[src/rtl/inst_axi_reader.sv]
// Instruction-fetch AXI4 read master: single-beat uncached fetches or
// critical-word-first WRAP line refills for the I-cache. Stalls the PC stage while busy.
module inst_axi_reader #(
  parameter int          LINE_WORDS = 4,
  parameter logic [3:0]  AXI_ID     = 4'd0
) (
  input  logic                     clock_i,
  input  logic                     reset_i,
  input  logic                     fetch_req_i,
  input  logic [31:0]              fetch_addr_i,
  input  logic                     fetch_cached_i,
  input  logic                     flush_i,
  output logic                     stall_req_o,
  output logic                     inst_valid_o,
  output logic [31:0]              inst_rdata_o,
  output logic                     bus_error_o,
  output logic                     refill_valid_o,
  output logic [31:0]              refill_addr_o,
  output logic [32*LINE_WORDS-1:0] refill_data_o,
  output logic [3:0]               arid_o,
  output logic [31:0]              araddr_o,
  output logic [7:0]               arlen_o,
  output logic [2:0]               arsize_o,
  output logic [1:0]               arburst_o,
  output logic                     arvalid_o,
  input  logic                     arready_i,
  input  logic [3:0]               rid_i,
  input  logic [31:0]              rdata_i,
  input  logic [1:0]               rresp_i,
  input  logic                     rlast_i,
  input  logic                     rvalid_i,
  output logic                     rready_o
);

  localparam int IDXW = $clog2(LINE_WORDS);

  typedef enum logic [1:0] {IDLE, AR, R, RESP} state_t;

  state_t                  state_q, state_d;
  logic [31:0]             addr_q;
  logic                    cached_q;
  logic                    cancel_q;
  logic                    err_q;
  logic [7:0]              beat_q;
  logic [31:0]             inst_q;
  logic [31:0]             refill_addr_q;
  logic [32*LINE_WORDS-1:0] line_q;

  logic                    accept;
  logic                    beat;
  logic [IDXW-1:0]         start_word;
  logic [IDXW-1:0]         line_idx;
  logic                    unused_rid;

  assign unused_rid = ^rid_i;

  assign accept     = (state_q == IDLE) && fetch_req_i && !flush_i &&
                      (fetch_addr_i[1:0] == 2'b00);
  assign beat       = (state_q == R) && rvalid_i;
  assign start_word = addr_q[IDXW+1:2];
  // Wrap-around of the line index falls out of the IDXW-bit addition.
  assign line_idx   = start_word + beat_q[IDXW-1:0];

  always_comb begin
    state_d        = state_q;
    stall_req_o    = 1'b0;
    arvalid_o      = 1'b0;
    arid_o         = '0;
    araddr_o       = '0;
    arlen_o        = '0;
    arsize_o       = '0;
    arburst_o      = '0;
    rready_o       = 1'b0;
    inst_valid_o   = 1'b0;
    refill_valid_o = 1'b0;
    unique case (state_q)
      IDLE: begin
        if (accept) begin
          stall_req_o = 1'b1;
          state_d     = AR;
        end
      end
      AR: begin
        stall_req_o = 1'b1;
        arvalid_o   = 1'b1;
        arid_o      = AXI_ID;
        araddr_o    = addr_q;
        arsize_o    = 3'b010;
        arlen_o     = cached_q ? 8'(LINE_WORDS - 1) : 8'd0;
        arburst_o   = cached_q ? 2'b10 : 2'b01;
        if (arready_i) state_d = R;
      end
      R: begin
        stall_req_o = 1'b1;
        rready_o    = 1'b1;
        if (rvalid_i && rlast_i) state_d = RESP;
      end
      RESP: begin
        inst_valid_o   = !cancel_q && !flush_i;
        refill_valid_o = !cancel_q && !flush_i && cached_q && !err_q;
        state_d        = IDLE;
      end
      default: state_d = IDLE;
    endcase
  end

  always_ff @(posedge clock_i or negedge reset_i) begin
    if (!reset_i) begin
      state_q       <= IDLE;
      addr_q        <= '0;
      cached_q      <= 1'b0;
      cancel_q      <= 1'b0;
      err_q         <= 1'b0;
      beat_q        <= '0;
      inst_q        <= '0;
      refill_addr_q <= '0;
      line_q        <= '0;
    end else begin
      state_q <= state_d;
      if (accept) begin
        addr_q   <= fetch_addr_i;
        cached_q <= fetch_cached_i;
        cancel_q <= 1'b0;
        err_q    <= 1'b0;
        beat_q   <= '0;
      end else begin
        if (flush_i && (state_q != IDLE)) cancel_q <= 1'b1;
        if (beat) begin
          if (beat_q == 8'd0) inst_q <= rdata_i;
          if (cached_q) line_q[{line_idx, 5'b00000} +: 32] <= rdata_i;
          if (rresp_i != 2'b00) err_q <= 1'b1;
          beat_q <= beat_q + 8'd1;
          if (rlast_i && cached_q)
            refill_addr_q <= {addr_q[31:IDXW+2], {(IDXW+2){1'b0}}};
        end
      end
    end
  end

  assign inst_rdata_o  = inst_q;
  assign bus_error_o   = err_q;
  assign refill_addr_o = refill_addr_q;
  assign refill_data_o = line_q;

endmodule

[config.mk]
export PLATFORM = sky130hd
export DESIGN_NAME = inst_axi_reader
export DESIGN_NICKNAME = d
export VERILOG_FILES = /design/src/rtl/inst_axi_reader.sv
export SDC_FILE = /design/constraint.sdc
export NUM_CORES = 1
export LEC_CHECK = 0
export CORE_ASPECT_RATIO = 1.5
export CORE_UTILIZATION = 41
export CTS_CLUSTER_SIZE = 8
export DETAILED_ROUTE_END_ITERATION = 8
export PLACE_DENSITY_LB_ADDON = 0.12
export SLEW_MARGIN = 25
export SYNTH_ARGS = -nofsm -noshare
export SYNTH_HDL_FRONTEND = slang
export SYNTH_SLANG_ARGS = --single-unit
[constraint.sdc]
create_clock -name clock_i -period 2.1 [get_ports clock_i]
set_input_delay 0.42 -clock clock_i [delete_from_list [all_inputs] [get_ports clock_i]]
set_output_delay 0.42 -clock clock_i [all_outputs]
set_load 0.05 [all_outputs]
After elaboration in Yosys (flattened, before gate mapping)

Index checks and enable logic that the tools add are counted.

Flip-flop bits (word level): 233
Input bits: 78
Output and inout port bits: 247
Word-level logic and storage cells: 72

$add $sub $neg: 3
Eq/ne operators: 6
Shift operators: 2
Multiplexer cells: 24
Bitwise logic cells: 1
Reductions and logical operators: 27

Operators with widths:

| cell                                                   | number |
|---|---|
| bitwise mux 128 bit                                    | 1 |
| variable shift 32 x 9 -> 128 bit, first input constant | 1 |
| indexed part select 32 x 9 -> 128 bit                  | 1 |
| 2-to-1 mux 32 bit                                      | 1 |
| 2-to-1 mux 2 bit                                       | 8 |
| 2-to-1 mux 8 bit                                       | 2 |
| AND reduction 3 bit                                    | 4 |
| logical AND 1 bit                                      | 10 |
| 2-to-1 mux 1 bit                                       | 10 |
| nonzero test 2 bit                                     | 5 |
| negator 7 -> 9 bit                                     | 1 |
| adder 8 x 1 -> 8 bit, second input constant            | 1 |
| zero test 8 bit                                        | 1 |
| one-hot mux 2 bit (4 select lines)                     | 1 |
| == test 2 bit, second input constant                   | 2 |
| zero test 2 bit                                        | 2 |
| != test 2 bit, second input constant                   | 2 |
| zero test 1 bit                                        | 3 |
| adder 2 bit                                            | 1 |
| == test 2 x 1 -> 1 bit, second input constant          | 1 |
| != test 2 x 1 -> 1 bit, second input constant          | 1 |
| one-hot mux 1 bit (2 select lines)                     | 1 |
| AND reduction 2 bit                                    | 1 |
| OR reduction 2 bit                                     | 1 |
| NOT 1 bit                                              | 1 |

Logic depth before layout (Yosys ltp)

Gate-level depths: netlist of run 1.

Depth after elaboration: 6
Depth in mapped cells: 9
Gate-level depth less buffers: 8

Worst setup path before layout of run 1

Ideal clock, no wire load.

Path type: reg2out
From: register state_q[0]
To: output refill_valid_o
Arrival: 2.337 ns
Data required time: 1.680 ns
Path slack: -0.657 ns
Stages on the path, launching flop included: 4
Path buffers: 0
Path through: dfrtp_1 ha_1 nor3b_1 and3_1

Word-level cells in the longest chain between the ends: 2

RTL lines:

| element                  | line | RTL |
|---|---|---|
| start: declaration       | 39   | `state_t state_q, state_d;` |
| start signal: assignment | 119  | `state_q <= state_d;` |
| == test 2 bit            | 76   | `unique case (state_q)` |
| 2-to-1 mux 1 bit         | 76   |  |
| end: declaration         | 17   | `output logic refill_valid_o,` |

Every way passes these cells.

Final worst setup path of run 1

From: register state_q[0]
To: output araddr_o[11]

Word-level cells in the longest chain between the ends: 2

RTL lines:

| element                | line | RTL |
|---|---|---|
| == test 2 x 1 -> 1 bit | 76   |  |
| 2-to-1 mux 32 bit      | 76   |  |
| end: declaration       | 21   | `output logic [31:0] araddr_o,` |

Every way passes these cells.

==> results_dict.tcl, run 1 <==
set metrics [dict create \
    yosysUniqueCellTypes 41 \
    initial_antenna_violation_count 0 \
    cts_tree "done" \
    combinational_family_with_the_most_area_after_synthesis "simple AND/OR/NAND/NOR gates" \
    ys_dominant_reg_cell "sky130_fd_sc_hd__dfrtp_1" \
    die_x_um 127.2 \
    floorplan.rows 68 \
    drc 0 \
    worstPathRequired_ps 1680 \
    synth_fa_ha_area_frac 0.01428 \
    flow.area_growth_from_synthesis_pct 57.64 \
    muxShareOfSynthArea 0.07233 \
    internal_power_mw 14.51 \
    via_count_of_the_first_global_routing_pass 7828 \
    dr_total_vias 7712 \
    clock_sink_count 233 \
    die_area_um2 24130 \
    sequential_cell_area_um2 5832 \
    finalHoldViolations 0 \
    critPathTopFamily "flip-flops" \
    final.hold.worst_slack_ps 444.4 \
    cts_htree_levels 2 \
    failing_checks "negative setup slack" \
    fill_cells 1856 \
    grt_setup_unrepaired "yes" \
    worst_slack_ps -51.18 \
    cts_buffers 35 \
    route.detailed.wl_per_inst_um 18.78 \
    synth.ff_latch_count 233 \
    synth-async-reset-ratio 1.000 \
    drt-initial-drc-count 312 \
    syn-mean-instance-area_um2 10.71 \
    critPathSlowestCell "sky130_fd_sc_hd__dfrtp_2" \
    run_status "complete, but fails checks" \
    top_level_ports 325 \
    vdd_drop_max_uv 1060 \
    power_switching_share 0.4527 \
    critPathBufInv 3 \
    core_area_um2 23060 \
    max-cap-violations 0 \
    layout-drive-gt1-share 0.2215 \
    synth-xor-area-share 0.007142 \
    cell_accounting_for_the_most_synthesized_area "sky130_fd_sc_hd__dfrtp_1" \
    leakagePower_nw 8.233 \
    synth_seq_area_share 0.6051 \
    max_stage_delay_ps 460 \
    synth_top_cell_area_share 0.6051 \
    synth_top_cells_by_area "sky130_fd_sc_hd__dfrtp_1 (61%), sky130_fd_sc_hd__nand2_1 (11%), sky130_fd_sc_hd__mux2_2 (7.0%)" \
    simple_gate_portion_of_the_synthesized_area 0.1617 \
    route.antenna.remaining_nets 0 \
    power_mw 26.51 \
    synth_compound_gate_area_share 0.09116 \
    largest_net_degree_at_the_start_of_global_routing 66 \
    synthesis.area_um2 9635 \
    p_seq_frac 0.262 \
    timing.critical_path.to_type "output port" \
    power.density_cell_area_nw_per_um2 1745 \
    worst_slew_pin_slew_ps 567.5 \
    dp.final_hpwl_mm 19.51 \
    setup_viol 19 \
    die_h_um 189.8 \
    cp_max_fo 8 \
    netSwitchingPower_mw 12.00 \
    grtUsageTotal 0.2403 \
    min_path_type "in2async" \
    num_antenna_cells 0 \
    final.period_utilization 1.024 \
    detail_route.first_pass.iterations 4 \
    clock_skew_ps 14.69 \
    post_synth_inst_count 900 \
    max_freq_mhz 464.9 \
    cts_max_path_buffers 3 \
    multi_input_area_um2 3592 \
    report.final.slew_viol_count 0 \
    worst_setup_path_start_kind "register" \
    fin_crit_ps 2151 \
    total_detailed_routing_wirelength_mm 29.48 \
    clk_lat_worst_skew_ps 500 \
    global_route_wire_length_before_repair_mm 44.40 \
    cell_chain_of_the_critical_path "ha_4 > buf_6 > buf_16 > and2_4 > buf_12" \
    floorplan.initialDensity 0.4179 \
    synth-edff-count 0 \
    clock_group_share_of_total_power 0.185 \
    cts.reportedPaths.clkPinSlew_ps 50 \
    gp_congestion 0.8033 \
    portBuffers 304 \
    clock_tree.root_cell "sky130_fd_sc_hd__clkbuf_16" \
    route.detailed.vias_per_inst 4.912 \
    share_comb_of_total_power 0.553 \
    criticalPathCategory "reg2out" \
    crit_arrival_ps 1730 \
    grt_overflow_total 0 \
    slew_headroom 0.6232 \
    yosysWarningCount 0 \
    final_nets 1341 \
]
[placed cells by master, fill, tap and decap left out, types with 2 or more instances in the layout]
| cell type | count |
|---|---|
| sky130_fd_sc_hd__and2_1 | 3 |
| sky130_fd_sc_hd__o2111ai_4 | 2 |
| sky130_fd_sc_hd__and2_4 | 34 |
| sky130_fd_sc_hd__buf_6 | 5 |
| sky130_fd_sc_hd__ha_2 | 4 |
| sky130_fd_sc_hd__nor2_2 | 2 |
| sky130_fd_sc_hd__dlygate4sd2_1 | 80 |
| sky130_fd_sc_hd__nor3b_4 | 2 |
| sky130_fd_sc_hd__o21ai_0 | 65 |
| sky130_fd_sc_hd__dlymetal6s2s_1 | 70 |
| sky130_fd_sc_hd__buf_4 | 44 |
| sky130_fd_sc_hd__dfrtp_1 | 232 |
| sky130_fd_sc_hd__clkbuf_16 | 41 |
| sky130_fd_sc_hd__nand2_1 | 291 |
| sky130_fd_sc_hd__or3_1 | 2 |
| sky130_fd_sc_hd__inv_2 | 3 |
| sky130_fd_sc_hd__a21oi_1 | 5 |
| sky130_fd_sc_hd__ha_4 | 3 |
| sky130_fd_sc_hd__buf_12 | 59 |
| sky130_fd_sc_hd__xnor2_2 | 2 |
| sky130_fd_sc_hd__clkdlybuf4s50_1 | 106 |
| sky130_fd_sc_hd__nor2_1 | 9 |
| sky130_fd_sc_hd__conb_1 | 16 |
| sky130_fd_sc_hd__nand4_1 | 4 |
| sky130_fd_sc_hd__o21ai_1 | 34 |
| sky130_fd_sc_hd__inv_1 | 6 |
| sky130_fd_sc_hd__nor3_1 | 3 |
| sky130_fd_sc_hd__xnor2_1 | 3 |
| sky130_fd_sc_hd__ha_1 | 4 |
| sky130_fd_sc_hd__mux2_2 | 60 |
| sky130_fd_sc_hd__a22o_1 | 32 |
| sky130_fd_sc_hd__xor2_1 | 2 |
[sequential cells by signal, indices dropped and copies added (netlist names)]
name           cells
cancel_q           1
cached_q           1
state_q            2
beat_q             8
refill_data_o    128
inst_rdata_o      32
bus_error_o        1
refill_addr_o     28
addr_q            32
[cell families (layout without fill, tap and decap cells)]
kind of cell	count (synthesis)	after routing
and+or+nand+nor	362	362
muxes	62	62
adders and majority gates	11	11
buffers and inverters	83	423
DFF	233	233
AOI/OAI and AO/OA	141	141
other	1	16
xor gates and xnor gates	7	7
[synthesized netlist by cell type, types with 2 or more instances]
| master | n |
|---|---|
| sky130_fd_sc_hd__a21oi_1 | 5 |
| sky130_fd_sc_hd__a22o_1 | 32 |
| sky130_fd_sc_hd__and2_1 | 37 |
| sky130_fd_sc_hd__and4_1 | 2 |
| sky130_fd_sc_hd__buf_2 | 23 |
| sky130_fd_sc_hd__buf_4 | 19 |
| sky130_fd_sc_hd__buf_6 | 6 |
| sky130_fd_sc_hd__clkbuf_1 | 21 |
| sky130_fd_sc_hd__clkbuf_2 | 4 |
| sky130_fd_sc_hd__dfrtp_1 | 233 |
| sky130_fd_sc_hd__ha_1 | 11 |
| sky130_fd_sc_hd__inv_1 | 9 |
| sky130_fd_sc_hd__mux2_2 | 60 |
| sky130_fd_sc_hd__nand2_1 | 291 |
| sky130_fd_sc_hd__nand4_1 | 4 |
| sky130_fd_sc_hd__nor2_1 | 11 |
| sky130_fd_sc_hd__nor3_1 | 4 |
| sky130_fd_sc_hd__nor3b_1 | 2 |
| sky130_fd_sc_hd__o2111ai_4 | 2 |
| sky130_fd_sc_hd__o21ai_0 | 69 |
| sky130_fd_sc_hd__o21ai_1 | 30 |
| sky130_fd_sc_hd__or3_1 | 2 |
| sky130_fd_sc_hd__xnor2_1 | 4 |
| sky130_fd_sc_hd__xor2_1 | 2 |
[through the flow]
step / utilization / TNS, ps / cells / cell area (µm²) / setup slack, ps
after floorplan: - / -3131 / 915 / 9706 / -127.2
after global placement: 0.5948 / -38040 / 1510 / 13710 / -277.0
after detailed placement: 0.5948 / -42800 / 1510 / 13710 / -319.5
after CTS: 0.6416 / -2313 / 1559 / 14790 / -87.24
after global routing: 0.6588 / -4769 / 1570 / 15190 / -109.4
final: 0.6588 / -763.2 / 1570 / 15190 / -51.18
[layer usage]
layer | part of all wire | vias to the layer above | track usage
met5 | 0 | - | 0
met4 | 0.035 | 0 | 0.09661
met3 | 0.075 | 68 | 0.06890
met2 | 0.51 | 304 | 0.4184
met1 | 0.38 | 3710 | 0.2767
li1 | - | 3630 | -
[path summary, 6_finish.rpt]
path	startpoint	to	slack, ps	depth (start not counted)
setup / recovery	state_q[0]$_DFFE_PN0P_	araddr_o[11]	-50	5
min in group clock_i	fetch_addr_i[17]	addr_q[17]$_DFFE_PN0P_	450	3
hold reg to reg	refill_data_o[22]$_DFFE_PN0P_	refill_data_o[22]$_DFFE_PN0P_	470	2
max in group asynchronous	reset_i	addr_q[13]$_DFFE_PN0P_	950	3
setup reg to reg	addr_q[2]$_DFFE_PN0P_	refill_data_o[42]$_DFFE_PN0P_	70	9
hold / removal	reset_i	refill_data_o[25]$_DFFE_PN0P_	440	2
[repair_timing]
action | in CTS | in global routing
setup buffers | 6 | 7
hold buffers | 1 | 0
pin swaps | 8 | 11
gates cloned | 2 | 5
endpoints found under the hold margin | 59 | 0
setup endpoints to repair | 115 | 200
resized for setup | 124 | 98
[power groups by stage]
stage | combinational (mW) | clock [mW] | sequential [mW]
6_report | 14.7 | 4.90 | 6.94
5_1_grt | 15.5 | 5.21 | 7.15
4_1_cts | 14.0 | 5.01 | 6.96
3_5_place_dp | 13.8 | 0 | 6.99
3_3_place_gp | 13.7 | 0 | 6.93
2_1_floorplan | 4.30 | 0 | 11.0
[area by class of cell]
class	count	area share
inverter	10	0.002636
clock buffer	37	0.05956
sequential	233	0.3839
clock inverter	3	0.002224
timing repair buffer	373	0.2892
tap	315	0.02595
multi-input combinational	599	0.2365
Note: power is estimated with default switching activity, not from simulation.
==> run 2, diff against run 1 <==
--- a/config.mk
+++ b/config.mk
@@ -5,8 +5,9 @@
 export SDC_FILE = /design/constraint.sdc
 export NUM_CORES = 1
 export LEC_CHECK = 0
+export CAP_MARGIN = 20
 export CORE_ASPECT_RATIO = 1.5
-export CORE_UTILIZATION = 41
+export CORE_UTILIZATION = 49
 export CTS_CLUSTER_SIZE = 8
 export DETAILED_ROUTE_END_ITERATION = 8
 export PLACE_DENSITY_LB_ADDON = 0.12
==> constraint.sdc (replaced) <==
create_clock -name clock_i -period 2.6 [get_ports clock_i]
set_input_delay 0.52 -clock clock_i [delete_from_list [all_inputs] [get_ports clock_i]]
set_output_delay 0.52 -clock clock_i [all_outputs]
set_load 0.05 [all_outputs]
==> results_dict.tcl, run 2 (synthesis gave the netlist of run 1 again) <==
set metrics [dict create \
    die_area_um2 20240 \
    post_placement_setup_slack_ps -3.600 \
    run_status "complete, no violations" \
    global_route_wire_length_before_repair_mm 42.58 \
    flow.area_growth_from_synthesis_pct 49.50 \
    detail_route.first_pass.iterations 4 \
    fin_crit_ps 2517 \
    leakagePower_nw 6.403 \
    worst_slack_ps 82.62 \
    drt-initial-drc-count 437 \
    criticalPathCategory "in2out" \
    cell_chain_of_the_critical_path "clkdlybuf4s50_1 > or4b_4 > nor2_4 > nor2_1 > nor2_2 > buf_12" \
    worst_r2r_path_depth 8 \
    clock_skew_ps 24.06 \
    critical_path.reg2reg.endpoint "refill_data_o[82]$_DFFE_PN0P_" \
    share_comb_of_total_power 0.532 \
    critPathTopFamily "simple AND/OR/NAND/NOR gates" \
    cts_tree "done" \
    cts_buffers 35 \
    max_stage_delay_ps 570 \
    worstPathRequired_ps 2080 \
    internal_power_mw 11.12 \
    vdd_drop_max_uv 812.2 \
    grt_setup_unrepaired "no" \
    finalHoldViolations 0 \
    most-common-layout-cells "sky130_fd_sc_hd__nand2_1 (291), sky130_fd_sc_hd__clkdlybuf4s50_1 (261), sky130_fd_sc_hd__dfrtp_1 (233)" \
    power_switching_share 0.4565 \
    core_area_um2 19240 \
    grtUsageTotal 0.2750 \
    top_level_ports 325 \
    final_common_cell "sky130_fd_sc_hd__nand2_1" \
    final_nets 1307 \
    setup_viol 0 \
    min_path_cells 2 \
    timing.critical_path.to_type "output port" \
    placedCellCount 1436 \
    min_path_type "reg2reg" \
    num_antenna_cells 0 \
    reg2reg_slack_ps 310 \
    netSwitchingPower_mw 9.338 \
    worst_slew_pin_slew_ps 586.4 \
    p_seq_frac 0.275 \
    floorplan.rows 62 \
    fill_cells 1378 \
    power_mw 20.46 \
    die_x_um 116.5 \
    clock_group_share_of_total_power 0.193 \
    final_cell_count_no_fill 1477 \
    min_to "refill_data_o[52]$_DFFE_PN0P_" \
    dr_total_vias 7686 \
    via_count_of_the_first_global_routing_pass 7899 \
    floorplan.initialDensity 0.5008 \
    crit_arrival_ps 2000 \
    cts_max_path_buffers 3 \
    drc 0 \
    post-route-cell-area_um2 14410 \
    rr_startpoint "beat_q[0]$_DFFE_PN0P_" \
    cts.reportedPaths.clkPinSlew_ps 50 \
    clock_tree.root_cell "sky130_fd_sc_hd__clkbuf_16" \
    max-cap-violations 0 \
    cts_htree_levels 2 \
    route.detailed.wl_per_inst_um 18.12 \
    gp_congestion 0.7800 \
    largest_register_ff_count 128 \
    route.antenna.remaining_nets 0 \
    final.period_utilization 0.9682 \
    cp_max_fo 2 \
    largest_net_degree_at_the_start_of_global_routing 74 \
    clk_lat_worst_skew_ps 510 \
    layout-drive-gt1-share 0.1564 \
    die_h_um 173.7 \
    slew_headroom 0.6078 \
    critPathBufInv 2 \
    hold_start "refill_data_o[52]$_DFFE_PN0P_" \
    grt_overflow_total 0 \
    dp.final_hpwl_mm 18.40 \
    critPathSlowestCell "sky130_fd_sc_hd__or4b_4" \
    clock_sink_count 233 \
    max_freq_mhz 397.2 \
    route.detailed.vias_per_inst 5.204 \
    finalSetupTns_ps 0 \
    power.density_cell_area_nw_per_um2 1420 \
    total_detailed_routing_wirelength_mm 26.77 \
    fin_util 0.7488 \
    instance_area_after_placement_um2 13450 \
    worst_setup_path_start_kind "input pin" \
    portBuffers 304 \
    report.final.slew_viol_count 0 \
    final.hold.worst_slack_ps 475.4 \
    cts_setup_buffers 0 \
    initial_antenna_violation_count 0 \
]
## run 2: cell count changes in the layout (fill, tap and decap cells not counted), sizes merged
cell	previous run	this run
buf	110	77
clkbuf	42	37
clkdlybuf4s15	1	0
clkdlybuf4s50	106	261
dlygate4sd2	80	0
dlymetal6s2s	70	0
## run 2: worst max path at each step
stage,start,end,slack (ps),cells past startpoint
after detailed placement,flush_i,refill_data_o[82]$_DFFE_PN0P_,-4,7
after CTS,flush_i,stall_req_o,9,6
final,flush_i,stall_req_o,80,6
after floorplan,flush_i,stall_req_o,100,4
after global placement,flush_i,stall_req_o,20,6
after global routing,flush_i,stall_req_o,20,6
## run 2: power groups by stage
stage	Sequential (mW)	Combinational, mW	Clock [mW]
2_1_floorplan	8.88	3.46	0
3_3_place_gp	5.59	10.7	0
3_5_place_dp	5.65	10.9	0
4_1_cts	5.63	10.9	4.03
5_1_grt	5.78	11.5	4.19
6_report	5.62	10.9	3.96
## run 2: tightest hold or removal path, delay by kind of cell, from the launching register on
kind	cells	cell delay, ps
AO/OA/AOI/OAI	1	60
flip-flops	1	330
AND/OR/NAND/NOR	1	50
## run 2: area by class of cell
class	instances	area (µm²)	share of cell area
Sequential cell	233	5831	0.4048
Tap cell	256	320.3	0.02224
Clock inverter	3	33.78	0.002345
Inverter	10	37.54	0.002606
Multi-Input combinational cell	599	3420	0.2374
Timing Repair Buffer	339	3859	0.2679
Clock buffer	37	904.6	0.06280
## run 2: what timing repair did
action | 4_1_cts | 5_1_grt
hold endpoints to repair | 42 | 0
hold buffers | 1 | 0
gates resized for setup | 0 | 1
setup endpoints to repair | 0 | 1
## run 2: per-layer routing
| layer | vias to the layer above | routed length, µm | global-route usage |
|---|---|---|---|
| met5 | - | 0 | 0 |
| met4 | 0 | 825 | 0.1058 |
| met3 | 55 | 2553 | 0.08846 |
| met2 | 329 | 13550 | 0.4640 |
| met1 | 3755 | 9846 | 0.3200 |
| li1 | 3547 | - | - |
==> run 3, diff against run 2 <==
--- a/config.mk
+++ b/config.mk
@@ -7,7 +7,8 @@
 export LEC_CHECK = 0
 export CAP_MARGIN = 20
 export CORE_ASPECT_RATIO = 1.5
-export CORE_UTILIZATION = 49
+export CORE_UTILIZATION = 50
+export CTS_BUF_LIST = sky130_fd_sc_hd__clkbuf_4
 export CTS_CLUSTER_SIZE = 8
 export DETAILED_ROUTE_END_ITERATION = 8
 export PLACE_DENSITY_LB_ADDON = 0.12
==> results_dict.tcl, run 3 (synthesis gave the netlist of run 1 again) <==
set metrics [dict create \
    criticalPathCategory "in2out" \
    cts_max_path_buffers 3 \
    flow.area_growth_from_synthesis_pct 46.45 \
    clock_sink_count 233 \
    share_comb_of_total_power 0.564 \
    power_mw 19.27 \
    detail_route.first_pass.iterations 4 \
    max_freq_mhz 395.2 \
    die_h_um 172.0 \
    floorplan.rows 61 \
    final_cell_count_no_fill 1522 \
    initial_antenna_violation_count 1 \
    layout-drive-gt1-share 0.1852 \
    final_nets 1322 \
    crit_arrival_ps 2010 \
    cts_htree_levels 2 \
    leakagePower_nw 6.310 \
    max-cap-violations 0 \
    cts_tree "done" \
    placedCellCount 1427 \
    floorplan.initialDensity 0.5153 \
    final_common_cell "sky130_fd_sc_hd__nand2_1" \
    total_detailed_routing_wirelength_mm 26.17 \
    grt_overflow_total 0 \
    drt-initial-drc-count 327 \
    min_path_type "in2reg" \
    setup_viol 0 \
    worst_slew_pin_slew_ps 610.7 \
    finalHoldViolations 0 \
    fin_crit_ps 2530 \
    worst_setup_path_start_kind "input pin" \
    report.final.slew_viol_count 0 \
    internal_power_mw 10.09 \
    core_area_um2 18700 \
    clock_tree.root_cell "sky130_fd_sc_hd__clkbuf_4" \
    final.period_utilization 0.9732 \
    portBuffers 304 \
    cts_buffers 53 \
    clk_lat_worst_skew_ps 670 \
    p_seq_frac 0.290 \
    via_count_of_the_first_global_routing_pass 7948 \
    largest_net_degree_at_the_start_of_global_routing 79 \
    power_switching_share 0.4764 \
    netSwitchingPower_mw 9.179 \
    top_level_ports 325 \
    global_route_wire_length_before_repair_mm 41.53 \
    timing.critical_path.to_type "output port" \
    power.density_cell_area_nw_per_um2 1366 \
    worstPathRequired_ps 2080 \
    route.detailed.wl_per_inst_um 17.20 \
    clock_group_share_of_total_power 0.146 \
    cts.reportedPaths.clkPinSlew_ps 70 \
    die_area_um2 19840 \
    largest_register_ff_count 128 \
    dp.final_hpwl_mm 18.28 \
    cp_max_fo 2 \
    route.antenna.remaining_nets 0 \
    fin_util 0.7546 \
    most-common-layout-cells "sky130_fd_sc_hd__nand2_1 (291), sky130_fd_sc_hd__clkdlybuf4s50_1 (261), sky130_fd_sc_hd__dfrtp_1 (232)" \
    dr_total_vias 7752 \
    clock_skew_ps 36.11 \
    drc 0 \
    slew_headroom 0.5929 \
    die_x_um 115.3 \
    gp_congestion 0.7918 \
    run_status "complete, no violations" \
    grtUsageTotal 0.2728 \
    vdd_drop_max_uv 801.2 \
    route.detailed.vias_per_inst 5.093 \
]
[run 3: changes by cell type in the layout (fill, tap and decap cells not counted), sizes merged]
cell           before  now
buf                77   73
diode               0    1
clkinv              2   17
clkbuf             37   73
inv                11   10
clkdlybuf4s15       0    1
bufinv              0    1
[run 3: metrics by stage]
stage          hold WS, ps  worst slack [ps]  setup TNS, ps  instance area (µm²)
2_1_floorplan        224.4             103.2              0                 9697
3_3_place_gp         460.2             27.74              0                13410
3_5_place_dp         465.1             28.53              0                13410
4_1_cts              330.3            -5.921         -5.921                14090
5_1_grt              350.2            -2.117         -2.117                14110
6_report             372.6             69.62              0                14110
[run 3: worst max-delay path, cell delays in order]
cell and delay, ps:
sky130_fd_sc_hd__clkdlybuf4s50_1 460, sky130_fd_sc_hd__or4b_4 560, sky130_fd_sc_hd__nor2_4 100, sky130_fd_sc_hd__nor2_1 50, sky130_fd_sc_hd__nor2_2 160, sky130_fd_sc_hd__buf_12 150
[run 3: power by group through the flow]
| stage | Sequential [mW] | Combinational [mW] | Clock, mW |
|---|---|---|---|
| 2_1_floorplan | 8.88 | 3.46 | 0 |
| 3_3_place_gp | 5.59 | 10.7 | 0 |
| 3_5_place_dp | 5.67 | 10.9 | 0 |
| 4_1_cts | 5.60 | 10.9 | 2.89 |
| 5_1_grt | 5.76 | 11.5 | 3.05 |
| 6_report | 5.59 | 10.9 | 2.81 |
[run 3: path summary, 6_finish.rpt]
path,startpoint,to,slack (ps),cells after the start
min reg2reg,refill_data_o[11]$_DFFE_PN0P_,refill_data_o[11]$_DFFE_PN0P_,480,2
min,fetch_addr_i[19],addr_q[19]$_DFFE_PN0P_,370,3
max,fetch_addr_i[1],stall_req_o,70,6
max in group asynchronous,reset_i,state_q[0]$_DFFE_PN0P_,1380,3
max reg2reg,beat_q[0]$_DFFE_PN0P_,refill_data_o[79]$_DFFE_PN0P_,340,8
min in group asynchronous,reset_i,refill_data_o[24]$_DFFE_PN0P_,410,2
[run 3: layout make-up]
type,instances,area [µm²]
inverter,10,37.54
clock inverter,18,100.1
tap,252,315.3
timing repair buffer,336,3840
fill,1316,4588
multi-input combinational,599,3436
antenna,1,2.502
clock buffer,73,548.0
sequential,233,5832
[run 3: timing repair]
item | 4_1_cts | 5_1_grt
pin swaps | 0 | 1
endpoints found under the setup margin | 33 | 3
resized for setup | 8 | 4
hold buffers | 1 | 0
buffers inserted | 0 | 2
endpoints found under the hold margin | 75 | 0
[run 3: metal layers]
| metal | GRT usage | vias up | wire, µm |
|---|---|---|---|
| li1 | - | 3619 | - |
| met1 | 0.3058 | 3802 | 9658 |
| met2 | 0.4731 | 279 | 13480 |
| met3 | 0.09359 | 52 | 2304 |
| met4 | 0.1062 | 0 | 733 |
| met5 | 0 | - | 0 |
==> edit (config.mk and constraints of run 1) <==
Re-encode `state_t` (4 states) as one-hot, 4 bits wide.
--- a/src/rtl/inst_axi_reader.sv
+++ b/src/rtl/inst_axi_reader.sv
@@ -34,7 +34,7 @@
 
   localparam int IDXW = $clog2(LINE_WORDS);
 
-  typedef enum logic [1:0] {IDLE, AR, R, RESP} state_t;
+  typedef enum logic [3:0] {IDLE = 4'b0001, AR = 4'b0010, R = 4'b0100, RESP = 4'b1000} state_t;
 
   state_t                  state_q, state_d;
   logic [31:0]             addr_q;
Behaviour: no difference found for any inputs over 4 cycles, from zero or initial values and one cycle with reset_i low; so few cycles prove little.
==> edit against run 1 <==
- the flow still finishes with violations (setup timing)
- non-clock buffer count up 14
- routed wire length up 5.3%
- via count up 1.9%
- synthesized area up 7.0%
- cell area up 4.9%
- sequential cell count up 2
- worst setup slack worse by 0.30 ns
- core utilization down 0.93 points
- register-to-register slack worse by 0.08 ns
- critical path type unchanged
Power is not compared: it rests on default switching activity, and its combinational part moved more than twofold at a synthesized area within 25%.
==> edit: results (changes against run 1) <==
Global routing
  – GR Util met3: 5.633% (-1.3 points)
  – M2 GR Usage: 41.86% (about the same)
  – Total GRT Usage: 23.91% (-0.12 points)
  – Largest net degree at the start of global routing: 68 (+3.0%)

Layout
  – Multi-input gate count: 471 (-21%)
  – Clock-cell share of area: 6.002% (-0.18 points)
  – Share of layout cells above drive strength 1: 28.45% (+6.3 points)
  – CLK BUF: 43 (+16%)
  – Post-layout util: 64.94% (-0.93 points)
  – Fin nets: 1286 (-4.1%)
  – Multi-input gate share of the layout cell area: 25.05% (+1.4 points)
  – Number of non-clock buffers: 387 (+3.8%)

Worst setup path
  – R2r startpoint: state_q[0]
  – R2r setup slk: -0.01 ns (-0.08 ns)
  – Worst R2R Path Depth: 6 (-3)
  – RR Endpoint: addr_q[31]
  – Critical Path AT: 2.03 ns (+0.30 ns)

Run status
  – Failing checks: setup timing
  – Status: finished with violations

Timing
  – Final worst slack: -0.3514 ns (-0.3003 ns)
  – Setup violators final: 45 (+26)
  – Final worst clock skew: 0.01673 ns (+0.002036 ns)

Detailed routing
  – Routed len/inst: 20.26 um (+7.9%)
  – Vias per cell: 5.124 (+4.3%)
  – Met3 WL: 1950 um (-12%)

Synthesis
  – Synthesized instance count: 839 (-6.8%)
  – Seq/Total Area, Yosys: 57.07% (-3.4 points)

Clock tree
  – Clock sink total: 235 (+0.86%)

Floorplan
  – Tap Cells: 324 (+2.9%)

Place
  – Final HPWL DP: 21870 um (+12%)
## edit: cell count changes in the layout (fill, tap and decap cells not counted), moves of 33 or more
| cell | delta |
|---|---|
| and3_1 | +33 |
| inv_1 | +63 |
| mux2_2 | +54 |
| mux2i_1 | +65 |
| nand2_1 | -222 |
| o21ai_0 | -60 |
| o21ai_1 | -34 |
## edit: cell families after synthesis
kind of cell	after synthesis	synth area share, %
flip-flops	235	57.07
AND/OR/NAND/NOR	207	11.44
multiplexers	189	19.85
buffers and inverters	148	6.629
AO/OA/AOI/OAI	52	4.018
adder cells (fa/ha/maj)	6	0.7284
other	1	0.03639
XOR/XNOR	1	0.2306
## edit: timing repair
item	in CTS	in global routing
hold buffers	1	0
setup endpoints to repair	206	148
endpoints found under the hold margin	23	0
gates cloned	1	5
pin swaps	9	8
resized for setup	102	65
setup buffers	7	3
## edit: critical path, stage by stage, from the launching register on
cell     delay, ns
dfstp_2       0.53
buf_6         0.09
or4b_4        0.45
or2_4         0.26
nand3_4       0.07
buf_12        0.14
